$ cat src/rtl/period_generator_if.sv
// Handshake and output bundle of the period generator. The controller (master) drives
// start/stop/prd/num, and the generator (slave) returns the status flags and the wave.
interface period_generator_if #(
    parameter int W  = 10,
    parameter int NB = 8
);
    logic          start;
    logic          stop;
    logic [W-1:0]  prd;
    logic [NB-1:0] num;
    logic          ready;
    logic          so;
    logic          edge_tick;
    logic          done_tick;
    logic          err_tick;

    modport master (
        output start, stop, prd, num,
        input  ready, so, edge_tick, done_tick, err_tick
    );

    modport slave (
        input  start, stop, prd, num,
        output ready, so, edge_tick, done_tick, err_tick
    );
endinterface

$ cat src/rtl/period_generator.sv
// Programmable square-wave source with a period of prd milliseconds. It runs either for
// a burst of num periods or continuously (num=0), and always completes the period in progress.
module period_generator #(
    parameter int DVSR = 100_000,
    parameter int W    = 10,
    parameter int NB   = 8
) (
    input  logic                clk,
    input  logic                reset,
    period_generator_if.slave   bus
);
    localparam int PW = (DVSR > 1) ? $clog2(DVSR) : 1;

    typedef enum logic [1:0] {IDLE, HIGH, LOW} state_t;

    state_t        state;
    logic [PW-1:0] ps_cnt;
    logic [W-1:0]  ms_cnt;
    logic [W-1:0]  p_reg;
    logic [NB-1:0] n_reg;
    logic [NB-1:0] c_reg;
    logic          stop_pend;

    logic          ms_tick;
    logic [W:0]    h_len;
    logic [W:0]    l_len;
    logic [W:0]    phase_len;
    logic          phase_end;
    logic [NB-1:0] c_next;
    logic          finish;

    // One extra bit keeps (p_reg+1) from overflowing when p_reg is at its maximum.
    assign ms_tick   = (ps_cnt == PW'(DVSR - 1));
    assign h_len     = ({1'b0, p_reg} + 1'b1) >> 1;
    assign l_len     = {1'b0, p_reg >> 1};
    assign phase_len = (state == HIGH) ? h_len : l_len;
    assign phase_end = ms_tick && (({1'b0, ms_cnt} + 1'b1) == phase_len);

    // The period counter saturates, so a long continuous run never wraps into a false done.
    assign c_next = (c_reg == '1) ? c_reg : c_reg + 1'b1;
    assign finish = ((n_reg != '0) && (c_next == n_reg)) || stop_pend || bus.stop;

    // NOTE: every register here is written with <= so all of them update together on the
    // clock edge; a blocking = would let later statements see half-updated state.
    always_ff @(posedge clk or negedge reset) begin
        if (!reset) begin
            state         <= IDLE;
            ps_cnt        <= '0;
            ms_cnt        <= '0;
            p_reg         <= '0;
            n_reg         <= '0;
            c_reg         <= '0;
            stop_pend     <= 1'b0;
            bus.ready     <= 1'b1;
            bus.so        <= 1'b0;
            bus.edge_tick <= 1'b0;
            bus.done_tick <= 1'b0;
            bus.err_tick  <= 1'b0;
        end else begin
            bus.edge_tick <= 1'b0;
            bus.done_tick <= 1'b0;
            bus.err_tick  <= 1'b0;

            if (state != IDLE) begin
                ps_cnt <= ms_tick ? '0 : ps_cnt + 1'b1;
            end

            case (state)
                IDLE: begin
                    if (bus.start) begin
                        if (bus.prd >= W'(2)) begin
                            p_reg         <= bus.prd;
                            n_reg         <= bus.num;
                            c_reg         <= '0;
                            ps_cnt        <= '0;
                            ms_cnt        <= '0;
                            stop_pend     <= 1'b0;
                            state         <= HIGH;
                            bus.so        <= 1'b1;
                            bus.edge_tick <= 1'b1;
                            bus.ready     <= 1'b0;
                        end else begin
                            bus.err_tick  <= 1'b1;
                        end
                    end
                end

                HIGH: begin
                    if (bus.stop) begin
                        stop_pend <= 1'b1;
                    end
                    if (phase_end) begin
                        ms_cnt <= '0;
                        state  <= LOW;
                        bus.so <= 1'b0;
                    end else if (ms_tick) begin
                        ms_cnt <= ms_cnt + 1'b1;
                    end
                end

                LOW: begin
                    if (bus.stop) begin
                        stop_pend <= 1'b1;
                    end
                    if (phase_end) begin
                        ms_cnt <= '0;
                        c_reg  <= c_next;
                        if (finish) begin
                            state         <= IDLE;
                            bus.done_tick <= 1'b1;
                            bus.ready     <= 1'b1;
                        end else begin
                            state         <= HIGH;
                            bus.so        <= 1'b1;
                            bus.edge_tick <= 1'b1;
                        end
                    end else if (ms_tick) begin
                        ms_cnt <= ms_cnt + 1'b1;
                    end
                end

                default: state <= IDLE;
            endcase
        end
    end
endmodule
$ cat src/flat_wrapper.sv
// flat-port wrapper written by rule: the top's interface ports become plain ports
module period_generator_flat 
#(
    parameter int DVSR = 100_000,
    parameter int W    = 10,
    parameter int NB   = 8
)
  (clk, reset, bus_start, bus_stop, bus_prd, bus_num, bus_ready, bus_so, bus_edge_tick, bus_done_tick, bus_err_tick);
  period_generator_if #(.W(W), .NB(NB)) bus_i ();
  input  logic clk;
  input  logic reset;
  input wire logic [$bits(bus_i.start)-1:0] bus_start;
  input wire logic [$bits(bus_i.stop)-1:0] bus_stop;
  input wire logic [$bits(bus_i.prd)-1:0] bus_prd;
  input wire logic [$bits(bus_i.num)-1:0] bus_num;
  output wire logic [$bits(bus_i.ready)-1:0] bus_ready;
  output wire logic [$bits(bus_i.so)-1:0] bus_so;
  output wire logic [$bits(bus_i.edge_tick)-1:0] bus_edge_tick;
  output wire logic [$bits(bus_i.done_tick)-1:0] bus_done_tick;
  output wire logic [$bits(bus_i.err_tick)-1:0] bus_err_tick;
  assign bus_i.start = bus_start;
  assign bus_i.stop = bus_stop;
  assign bus_i.prd = bus_prd;
  assign bus_i.num = bus_num;
  assign bus_ready = bus_i.ready;
  assign bus_so = bus_i.so;
  assign bus_edge_tick = bus_i.edge_tick;
  assign bus_done_tick = bus_i.done_tick;
  assign bus_err_tick = bus_i.err_tick;
  period_generator #(.DVSR(DVSR), .W(W), .NB(NB)) u_core (.clk(clk), .reset(reset), .bus(bus_i));
endmodule
$ cat config.mk
export PLATFORM = sky130hd
export DESIGN_NAME = period_generator_flat
export DESIGN_NICKNAME = d
export VERILOG_FILES = /design/src/rtl/period_generator_if.sv /design/src/rtl/period_generator.sv /design/src/flat_wrapper.sv
export SDC_FILE = /design/constraint.sdc
export NUM_CORES = 1
export LEC_CHECK = 0
export ABC_AREA = 1
export CORE_MARGIN = 3
export CORE_UTILIZATION = 60
export CTS_CLUSTER_DIAMETER = 60
export DETAILED_ROUTE_END_ITERATION = 7
export GPL_TIMING_DRIVEN = 1
export PLACE_DENSITY = 0.89
export SYNTH_ARGS = -nofsm -noshare
export SYNTH_HDL_FRONTEND = slang
export SYNTH_SLANG_ARGS = --single-unit
$ cat constraint.sdc
create_clock -name clk -period 3.22 [get_ports clk]
set_clock_uncertainty 0.1 [all_clocks]
set_input_delay 0.805 -clock clk [delete_from_list [all_inputs] [get_ports clk]]
set_output_delay 0.805 -clock clk [all_outputs]
set_load 0.02 [all_outputs]
# After elaboration in Yosys (flattened, before gate mapping)
# Index checks and enable logic that the tools add are counted.
# word_totals
regBits,61
# op_classes
add_sub_neg,5
magnitude_cmp,1
eq_ne,14
n_mux,46
reduce_logical,18
# ops
op,n
$mux 17,5
$mux 10,5
$mux 8,4
$add 10x1->11 const B,2
$mux 1,21
$pmux 10 s2,1
$add 17x1->17 const B,1
$eq 17x17->1 const B,1
$pmux 8 s2,1
$reduce_and 4->1,4
$eq 11x11->1,1
$add 10x1->10 const B,1
$ge 10x2->1 const B,1
$ne 2x1->1 const B,5
$add 8x1->8 const B,1
$eq 8x8->1,1
$eq 8x8->1 const B,1
$mux 2,4
$reduce_bool 8->1,1
$pmux 1 s2,3
$pmux 2 s3,1
$reduce_and 6->1,1
$reduce_bool 2->1,3
$reduce_and 5->1,1
11 further kinds,14

# Logic depth before layout (Yosys ltp)
# Gate-level depths: netlist of the first run.
# logic_depth
depth_word,9
ltp_mapped,18
ltp_nobuf,17

# Worst setup path after synthesis of the first run
# OpenSTA, ideal clock, no wires.
# synth_path
path_type,input -> register
from,in bus_prd[3]
to,reg u_core.bus.edge_tick
arrival_ps,2032
path_slack_ps,945
stages,8
cell_sequence,nor4_1 nand3_1 nand2_1 inv_2 nand2_1 buf_2 buf_1 o21ai_0
# synth_via
elab_chain_cells,4
# synth_rtl
element,line_no,text
"start, declared",flat_wrapper.sv:14,input wire logic [$bits(bus_i.prd)-1:0] bus_prd;
$ge 10x2->1,period_generator.sv:71,if (bus.prd >= W'(2)) begin
$mux 1,period_generator.sv:71,
$mux 1,period_generator.sv:70,if (bus.start) begin
$pmux 1 s2,period_generator.sv:68,case (state)
"end signal, assigned",period_generator.sv:56,bus.edge_tick <= 1'b0;
"end signal, assigned",period_generator.sv:60,bus.edge_tick <= 1'b0;
"end signal, assigned",period_generator.sv:80,bus.edge_tick <= 1'b1;
"end, declared",period_generator_if.sv:24,"output ready, so, edge_tick, done_tick, err_tick"
# No other way between the ends.
# A chain may end at the register's enable or synchronous reset.

# Worst setup path in the final report of the first run
# layout_path
from,in bus_prd[3]
to,reg u_core.ms_cnt[6]
# layout_via
elab_chain_cells,3
# layout_rtl
element,line_no,text
$ge 10x2->1,period_generator.sv:71,
$ne 2x1->1 (no source line),n/a,
$reduce_and 4->1 (no source line),n/a,
"end signal, assigned",period_generator.sv:97,ms_cnt <= ms_cnt + 1'b1;
"end signal, assigned",period_generator.sv:118,ms_cnt <= ms_cnt + 1'b1;
"end, declared",period_generator.sv:18,logic [W-1:0] ms_cnt;
# No other way between the ends.

==> results.toml, run 1 <==
[die]
die_y_um = 86.9
core_area_sq_mm = 0.00613
dieArea_sq_mm = 0.00755
ioPinCount = 27
die_x_um = 86.9
num_rows = 28
start_util_pct = 64.1

[cts]
cts_setup_buffers = 0
h-tree-depth = 3
numCtsBuffers = 9
hold_buffers = 0
cts_resized = 0
cts_tree = "done"
cts-root-buf = "clkbuf_8"
clk_pin_slew_ns = 0.07
clkLatencyLatePin_ns = 0.35
cts_sinks = 61
cts_buffer_depth = 2

[setup_path]
crit_chain = "clkdlybuf4s50_1 -> nor4_1 -> nand3_1 -> nand2_1 -> inv_2 -> nor2_1 -> inv_2 -> nand2_1 -> nor2_1 -> nor2_2 -> nand2_1 -> o21ai_1"
endpoint_kind = "flip-flop"
critPathSlowestCell = "clkdlybuf4s50_1"
crit_required_ns = 3.39
critical_path_class = "input port to flip-flop"
reg2reg_from = "u_core.state[1]"
worstSetupStartpointType = "input port"
path_max_fanout = 10
startpoint = "bus_prd[3]"
cp.arrival_ns = 2.87
cp_common_cell = "nand2_1"
timing.critical_path.slowest_cell_delay_ns = 0.46

[detailed_routing]
drt_iter0_drc = 187
viasPerCell = 5.62
vias = 3819
drt_pre_antenna_iters = 5
wirelength_um = 9380
post_drt_wl_per_cell_um = 13.8
ant_nets = 0
drc = 0

[outcome]
status = "complete, no violations"

[grt]
antenna_found_initial = 0
grt_max_degree = 46
grt_remaining_overflow = 0
grt_first_pass_wirelength_um = 16000
grt_pass1_vias = 3663
grt_usage_pct = 26.7

[timing]
finalHoldViolCount = 0
fmax_mhz = 370
setup_tns_ns = 0
holdWs_ns = 0.396
period_share_pct = 84.0
worst_slew_pin_slew_ns = 1.01
relSlewSlack_pct = 32.6
post-route-min-period_ns = 2.71
finalMaxSlewViolations = 0
setup_ws_ns = 0.514
finalSetupViolCount = 0
rsz0062_at_grt = "false"

[placement]
place_inst = 664
placed_area_sq_mm = 0.00428
globalplace.congestion = 0.885
dp_slack_ns = 0.169
port_buffers = 26
dp_hpwl_um = 6750

[cells_and_area]
fillers = 476
largest_reg_flops = 17
area_growth_pct = 14.1
regArea_sq_mm = 0.00153
num_antenna_cells = 0
stdcell_area_sq_mm = 0.00448
drive_above_1_share_pct = 11.1
instances_no_fill = 680
final_nets = 631
multi_input_area_sq_mm = 0.00209

[yosys]
synth.area.top_cells = "dfrtp_1 38%, nand2_1 16%, nor2_1 7.1%, nand3_1 6.5%, inv_1 6.1%"
post-synth-top-count-cell = "nand2_1"
syn_nets = 596
ys_ff_latch = 61
syn_avg_cell_area_sq_um = 6.95
synth_cell_type_count = 37
yosysSeqAreaShare_pct = 38.9
syn_inst = 565
synth_top_area_cell = "dfrtp_1"
synth.top_cell.area_share_pct = 38.2
netlist_area_sq_mm = 0.00393
async_flop_share_pct = 100
synth_commonest_cells = "169 x nand2_1, 74 x nor2_1, 64 x inv_1"
synth_flop_cell = "dfrtp_1"
ys_warn_count = 0
synth_edf_count = 0

[run]
cap_violations = 0

[min_path]
hold_path.class = "flip-flop to flip-flop"
hold_start = "u_core.bus.ready"

[power_and_ir_drop]
cellLeakagePower_nw = 2.17
ir_worst_vdd_uv = 490
p_per_area_mw_per_mm2 = 686
[metrics by stage]
step,util [%],power (W)
after floorplan,-,0.00198
after global placement,69.7,0.00227
after detailed placement,69.7,0.00231
after CTS,73.1,0.00306
after global routing,73.1,0.00328
final,73.1,0.00308
[kinds of logic (layout without fill, tap and decap cells)]
| family | count (synthesis) | after routing | synth area share, % |
|---|---|---|---|
| muxes | 5 | 5 | 1.43 |
| and+or+nand+nor | 347 | 347 | 38.8 |
| xor gates and xnor gates | 8 | 8 | 1.78 |
| DFF | 61 | 61 | 38.9 |
| AOI/OAI and AO/OA | 57 | 57 | 8.41 |
| adders and majority gates | 9 | 9 | 2.87 |
| buffers and inverters | 78 | 118 | 7.77 |
[critical path: cells and delay by family]
kind	cells	cell delay [ns]
and+or+nand+nor	8	1.34
buffers and inverters	3	0.64
AOI/OAI and AO/OA	1	0.09
[power breakdown]
group / switching, W / leakage (nW) / internal, W
combinational: 0.000799 / 1.28 / 0.000432
sequential: 0.000177 / 0.786 / 0.000942
clock: 0.000303 / 0.104 / 0.000423
total: 0.00128 / 2.17 / 0.00180
[cell usage in the layout, fill, tap and decap left out, drive strengths merged, types with 3 or more instances in the layout]
cell type	instances
or2	3
o21ai	33
dfrtp	60
nor3	10
xor2	7
nand4	11
clkbuf	15
inv	71
nand3	52
ha	9
buf	6
clkdlybuf4s50	25
nor2	84
mux2	5
a21oi	21
nand2	181
[cell type report]
class	count	area share [%]
multi-input combinational	426	46.7
sequential	61	34.1
timing repair buffer	31	6.53
inverter	71	5.95
clock buffer	15	3.94
tap	75	2.09
clock inverter	1	0.670
[layer usage]
layer / vias up / global-route usage, % / wire [um]
met2: 127 / 46.5 / 4670
met4: 0 / 11.8 / 238
met3: 28 / 4.92 / 464
met1: 1797 / 32.1 / 4000
met5: - / 0 / 0
li1: 1867 / - / -
[path summary, 6_finish.rpt]
path	endpoint	slack [ns]	cells after the start
max	u_core.ms_cnt[6]	0.51	12
max in group asynchronous	u_core.ps_cnt[12]	1.73	2
max reg2reg	u_core.bus.so	0.61	16
min reg2reg	u_core.bus.ready	0.40	2
min in group asynchronous	u_core.p_reg[2]	0.53	1
min	u_core.bus.ready	0.40	2
(Power assumes the default switching activity.)
==> inputs of run 2 (changes only) <==
Settings changed: CORE_UTILIZATION 60 to 59, PLACE_DENSITY 0.89 to 0.88.
Clock period 3.22 ns to 2.7 ns, I/O delays scaled along.
==> run 2 against run 1 <==
Net effect:
- non-clock buffer count is 7 higher
- critical endpoint is now u_core.bus.so
- via count rose by 1.1%
- wire length grew 4.3%
- critical path depth increased by 3
- power rose by 28%
- register-to-register slack lost 0.44 ns
- hold slack lost 0.15 ns
- global-route usage increased by 1.0 points
- count of clock-buffer cells in the layout fell by 5
- sequential power increased by 19%
- core utilization down 0.65 points
==> results.toml, run 2 (synthesis results as in run 1) <==
[power_and_ir_drop]
cellLeakagePower_nw = 2.22
p_per_area_mw_per_mm2 = 850
ir_worst_vdd_uv = 584
p_total_w = 0.00393

[placement]
dp_hpwl_um = 7180
port_buffers = 26
globalplace.congestion = 0.878
place_inst = 673
dp_slack_ns = -0.0376

[detailed_routing]
wl_met2_um = 4860
vias = 3861
ant_nets = 0
drt_iter0_drc = 231
drc = 0
met3WireLength_um = 547
met1Wirelength_um = 4060
post_drt_wl_per_cell_um = 14.2
viasPerCell = 5.60
wirelength_um = 9780
drt_pre_antenna_iters = 5
dr.max_layer_used = "met4"

[setup_path]
worstSetupStartpointType = "flip-flop"
critical_path_class = "flip-flop to flip-flop"
startpoint = "u_core.c_reg[0]"
reg2reg_from = "u_core.c_reg[0]"
path_max_fanout = 10
endpoint_kind = "flip-flop"
crit_required_ns = 2.85
cp.arrival_ns = 2.68

[timing]
finalMaxSlewViolations = 0
setup_tns_ns = 0
rsz0062_at_grt = "false"
fmax_mhz = 395
worst_slew_pin_slew_ns = 0.675
period_share_pct = 93.8
setup_ws_ns = 0.167
finalHoldViolCount = 0
finalSetupViolCount = 0
relSlewSlack_pct = 55.0
post-route-min-period_ns = 2.53

[cells_and_area]
num_antenna_cells = 0
layout_common_cells = "169 x nand2_1, 74 x nor2_1, 64 x inv_1"
drive_above_1_share_pct = 13.1
largest_reg_flops = 17
fillers = 523
final_nets = 638
final_common_cell = "nand2_1"
area_growth_pct = 17.8
multi_input_area_sq_mm = 0.00212
instances_no_fill = 689
regArea_sq_mm = 0.00153

[die]
die_y_um = 87.6
ioPinCount = 27
num_rows = 29
core_area_sq_mm = 0.00639
die_x_um = 87.6
dieArea_sq_mm = 0.00767
start_util_pct = 61.5

[cts]
hold_buffers = 0
cts_tree = "done"
cts-root-buf = "clkbuf_8"
clkLatencyLatePin_ns = 0.36
clk_pin_slew_ns = 0.07
cts_sinks = 61
cts_setup_buffers = 0
cts_resized = 0
cts_buffer_depth = 2
h-tree-depth = 3
numCtsBuffers = 9

[grt]
grt_max_degree = 35
grt_first_pass_wirelength_um = 16700
grt_pass1_vias = 3717
grt_remaining_overflow = 0
antenna_found_initial = 0
grt_usage_pct = 27.8

[run]
cap_violations = 0

[min_path]
hold_path.class = "input port to async pin"

[outcome]
status = "complete, no violations"
-- run 2: cell types whose count changed in the layout (fill, tap and decap cells not counted), sizes merged --
cell      delta
clkinv       +1
clkinvlp     +2
bufinv       +2
clkbuf       -5
buf          +7
-- run 2: power by group --
group / internal (W) / leakage, nW / switching [W]
combinational: 0.000592 / 1.32 / 0.000982
sequential: 0.00112 / 0.785 / 0.000210
clock: 0.000636 / 0.119 / 0.000389
total: 0.00235 / 2.22 / 0.00158
-- run 2: layer usage --
layer | up-vias | track usage (%)
met5 | - | 0
met4 | 0 | 12.8
met3 | 30 | 5.27
met2 | 144 | 48.2
met1 | 1799 | 33.3
li1 | 1888 | -
-- run 2: final timing paths --
check / depth (start not counted) / endpoint / slack [ns]
max in group asynchronous: 2 / u_core.bus.ready / 1.57
max: 15 / u_core.bus.so / 0.17
min in group clk: 1 / u_core.ps_cnt[15] / 0.38
max reg2reg: 15 / u_core.bus.so / 0.17
min reg2reg: 1 / u_core.ps_cnt[15] / 0.38
min: 1 / u_core.p_reg[2] / 0.25
-- run 2: area by class of cell --
class	instances	share of cell area [%]
multi-input combinational	426	45.8
inverter	71	5.76
tap	77	2.08
sequential	61	33.0
clock buffer	10	2.97
timing repair buffer	38	8.00
clock inverter	6	2.38
-- run 2: worst max-delay path, stage by stage, from the launching register on --
cell and delay (ns):
dfrtp_2 0.47, ha_1 0.26, nand3_1 0.13, inv_1 0.08
nand2_1 0.25, inv_1 0.14, nand2_1 0.10, nand2_1 0.08
nand2_1 0.06, nand3_1 0.07, nor2_1 0.09, nand3_1 0.12
nand2_1 0.15, nand2_1 0.12, nand4_1 0.15, nand2_1 0.06
-- run 2: through the flow --
stage | hold slack [ns] | util (%) | area [sq um]
after CTS | 0.257 | 72.1 | 4600
final | 0.247 | 72.5 | 4630
after floorplan | 0.279 | - | 3930
after global routing | 0.279 | 72.5 | 4630
after detailed placement | 0.378 | 68.2 | 4360
after global placement | 0.366 | 68.2 | 4360
==> inputs of run 3 (changes only) <==
Settings changed: REMOVE_ABC_BUFFERS set to 1.
==> run 3 against run 2 <==
Net effect:
- sequential cell count unchanged
- critical endpoint is now u_core.c_reg[2]
- highest routed layer unchanged
- first-iteration DRC count up 23%
- critical path depth is 2 higher
- combinational power down 3%
- critical path type unchanged
- final cell count grew 0.29%
==> results.toml, run 3 (synthesis results as in run 1) <==
[outcome]
status = "complete, no violations"

[timing]
fmax_mhz = 409
setup_tns_ns = 0
setup_ws_ns = 0.257
rsz0062_at_grt = "false"
relSlewSlack_pct = 59.8
period_share_pct = 90.5
finalHoldViolCount = 0
finalSetupViolCount = 0
post-route-min-period_ns = 2.44
finalMaxSlewViolations = 0
worst_slew_pin_slew_ns = 0.603

[cts]
hold_buffers = 0
cts_tree = "done"
numCtsBuffers = 9
cts_setup_buffers = 0
clk_pin_slew_ns = 0.07
cts-root-buf = "clkbuf_8"
cts_resized = 0
cts_buffer_depth = 2
clkLatencyLatePin_ns = 0.35
cts_sinks = 61
h-tree-depth = 3

[cells_and_area]
final_common_cell = "nand2_1"
layout_common_cells = "168 x nand2_1, 74 x nor2_1, 64 x inv_1"
regArea_sq_mm = 0.00153
num_antenna_cells = 0
multi_input_area_sq_mm = 0.00210
area_growth_pct = 16.8
final_nets = 640
fillers = 479
stdcell_area_sq_mm = 0.00459
largest_reg_flops = 17
drive_above_1_share_pct = 13.0

[setup_path]
timing.critical_path.slowest_cell_delay_ns = 0.40
crit_required_ns = 2.84
startpoint = "u_core.state[1]"
ff2ff_setup_slack_ns = 0.26
path_max_fanout = 16
worstSetupStartpointType = "flip-flop"
crit_chain = "inv_1 -> ha_2 -> nand2_2 -> nor2_4 -> nand2_1 -> nand2_1 -> inv_1 -> nand2_2 -> nand2_1 -> nor2_1 -> nand2_1 -> nor2_2 -> nand4_2 -> nand2_2 -> nand2_4 -> nand2_1 -> o21ai_2"
endpoint_kind = "flip-flop"
critical_path_class = "flip-flop to flip-flop"
rr_endpoint = "u_core.c_reg[2]"
rr_worst_depth = 17
reg2reg_from = "u_core.state[1]"
cp-endpoint = "u_core.c_reg[2]"
cp.arrival_ns = 2.58
critPathSlowestCell = "dfrtp_1"
cp_common_cell = "nand2_1"

[detailed_routing]
ant_nets = 0
viasPerCell = 5.48
vias = 3788
post_drt_wl_per_cell_um = 12.9
drt_pre_antenna_iters = 5
wirelength_um = 8910
drt_iter0_drc = 283
drc = 0

[power_and_ir_drop]
p_total_w = 0.00369
ir_worst_vdd_uv = 562
power.share.switching_pct = 40.3
power_frac_comb_pct = 41.3
p_switching_w = 0.00149
p_per_area_mw_per_mm2 = 805
p_clk_share_pct = 23.1
seq_power_share_pct = 35.5
cellLeakagePower_nw = 2.22
p_int_w = 0.00221

[die]
die_y_um = 87.6
num_rows = 29
die_x_um = 87.6
ioPinCount = 27
start_util_pct = 61.5
dieArea_sq_mm = 0.00767
core_area_sq_mm = 0.00639

[run]
cap_violations = 0

[placement]
dp_hpwl_um = 6820
port_buffers = 26
dp_slack_ns = -0.0513
placed_area_sq_mm = 0.00437
globalplace.congestion = 0.892

[grt]
grt_usage_pct = 24.9
grt_pass1_vias = 3408
grt_remaining_overflow = 0
grt_first_pass_wirelength_um = 15100
grt_max_degree = 37
antenna_found_initial = 0

[min_path]
hold_path.class = "input port to async pin"
## run 3: layout make-up
type / instances / area share (%)
clock inverter: 3 / 0.927
clock buffer: 13 / 3.68
inverter: 71 / 5.81
multi-input combinational: 426 / 45.8
tap: 77 / 2.10
timing repair buffer: 40 / 8.40
sequential: 61 / 33.3
## run 3: critical path: cells and delay by family (launching register included)
family / cells / cell delay [ns]
compound gates: 1 / 0.05
simple gates: 13 / 1.35
fa+ha+maj: 1 / 0.25
buf+inv: 2 / 0.18
flops: 1 / 0.40
## run 3: worst min-delay path by stage
| stage | start | to |
|---|---|---|
| after floorplan | reset | u_core.bus.done_tick |
| final | reset | u_core.p_reg[3] |
| after global placement | u_core.bus.ready | u_core.bus.ready |
| after global routing | reset | u_core.p_reg[3] |
| after CTS | reset | u_core.p_reg[3] |
| after detailed placement | u_core.bus.ready | u_core.bus.ready |
## run 3: stage by stage
step	util (%)	hold WS, ns	std cells
final	71.8	0.237	691
after global routing	71.8	0.273	691
after CTS	71.7	0.254	691
after detailed placement	68.4	0.366	675
after global placement	68.4	0.365	675
after floorplan	-	0.279	558
## run 3: layer usage
layer | global-route usage [%] | share of wire [%]
met1 | 34.4 | 45
met2 | 38.8 | 48
met3 | 3.20 | 5.3
met4 | 12.4 | 2.4
met5 | 0 | 0
## run 3: power by group through the flow
stage | clock (W) | sequential (W) | combinational (W)
floorplan | 0 | 0.00130 | 0.00103
global placement | 0 | 0.00131 | 0.00144
detailed placement | 0 | 0.00132 | 0.00150
CTS | 0.000870 | 0.00131 | 0.00151
global route | 0.000905 | 0.00134 | 0.00171
finish | 0.000854 | 0.00131 | 0.00153
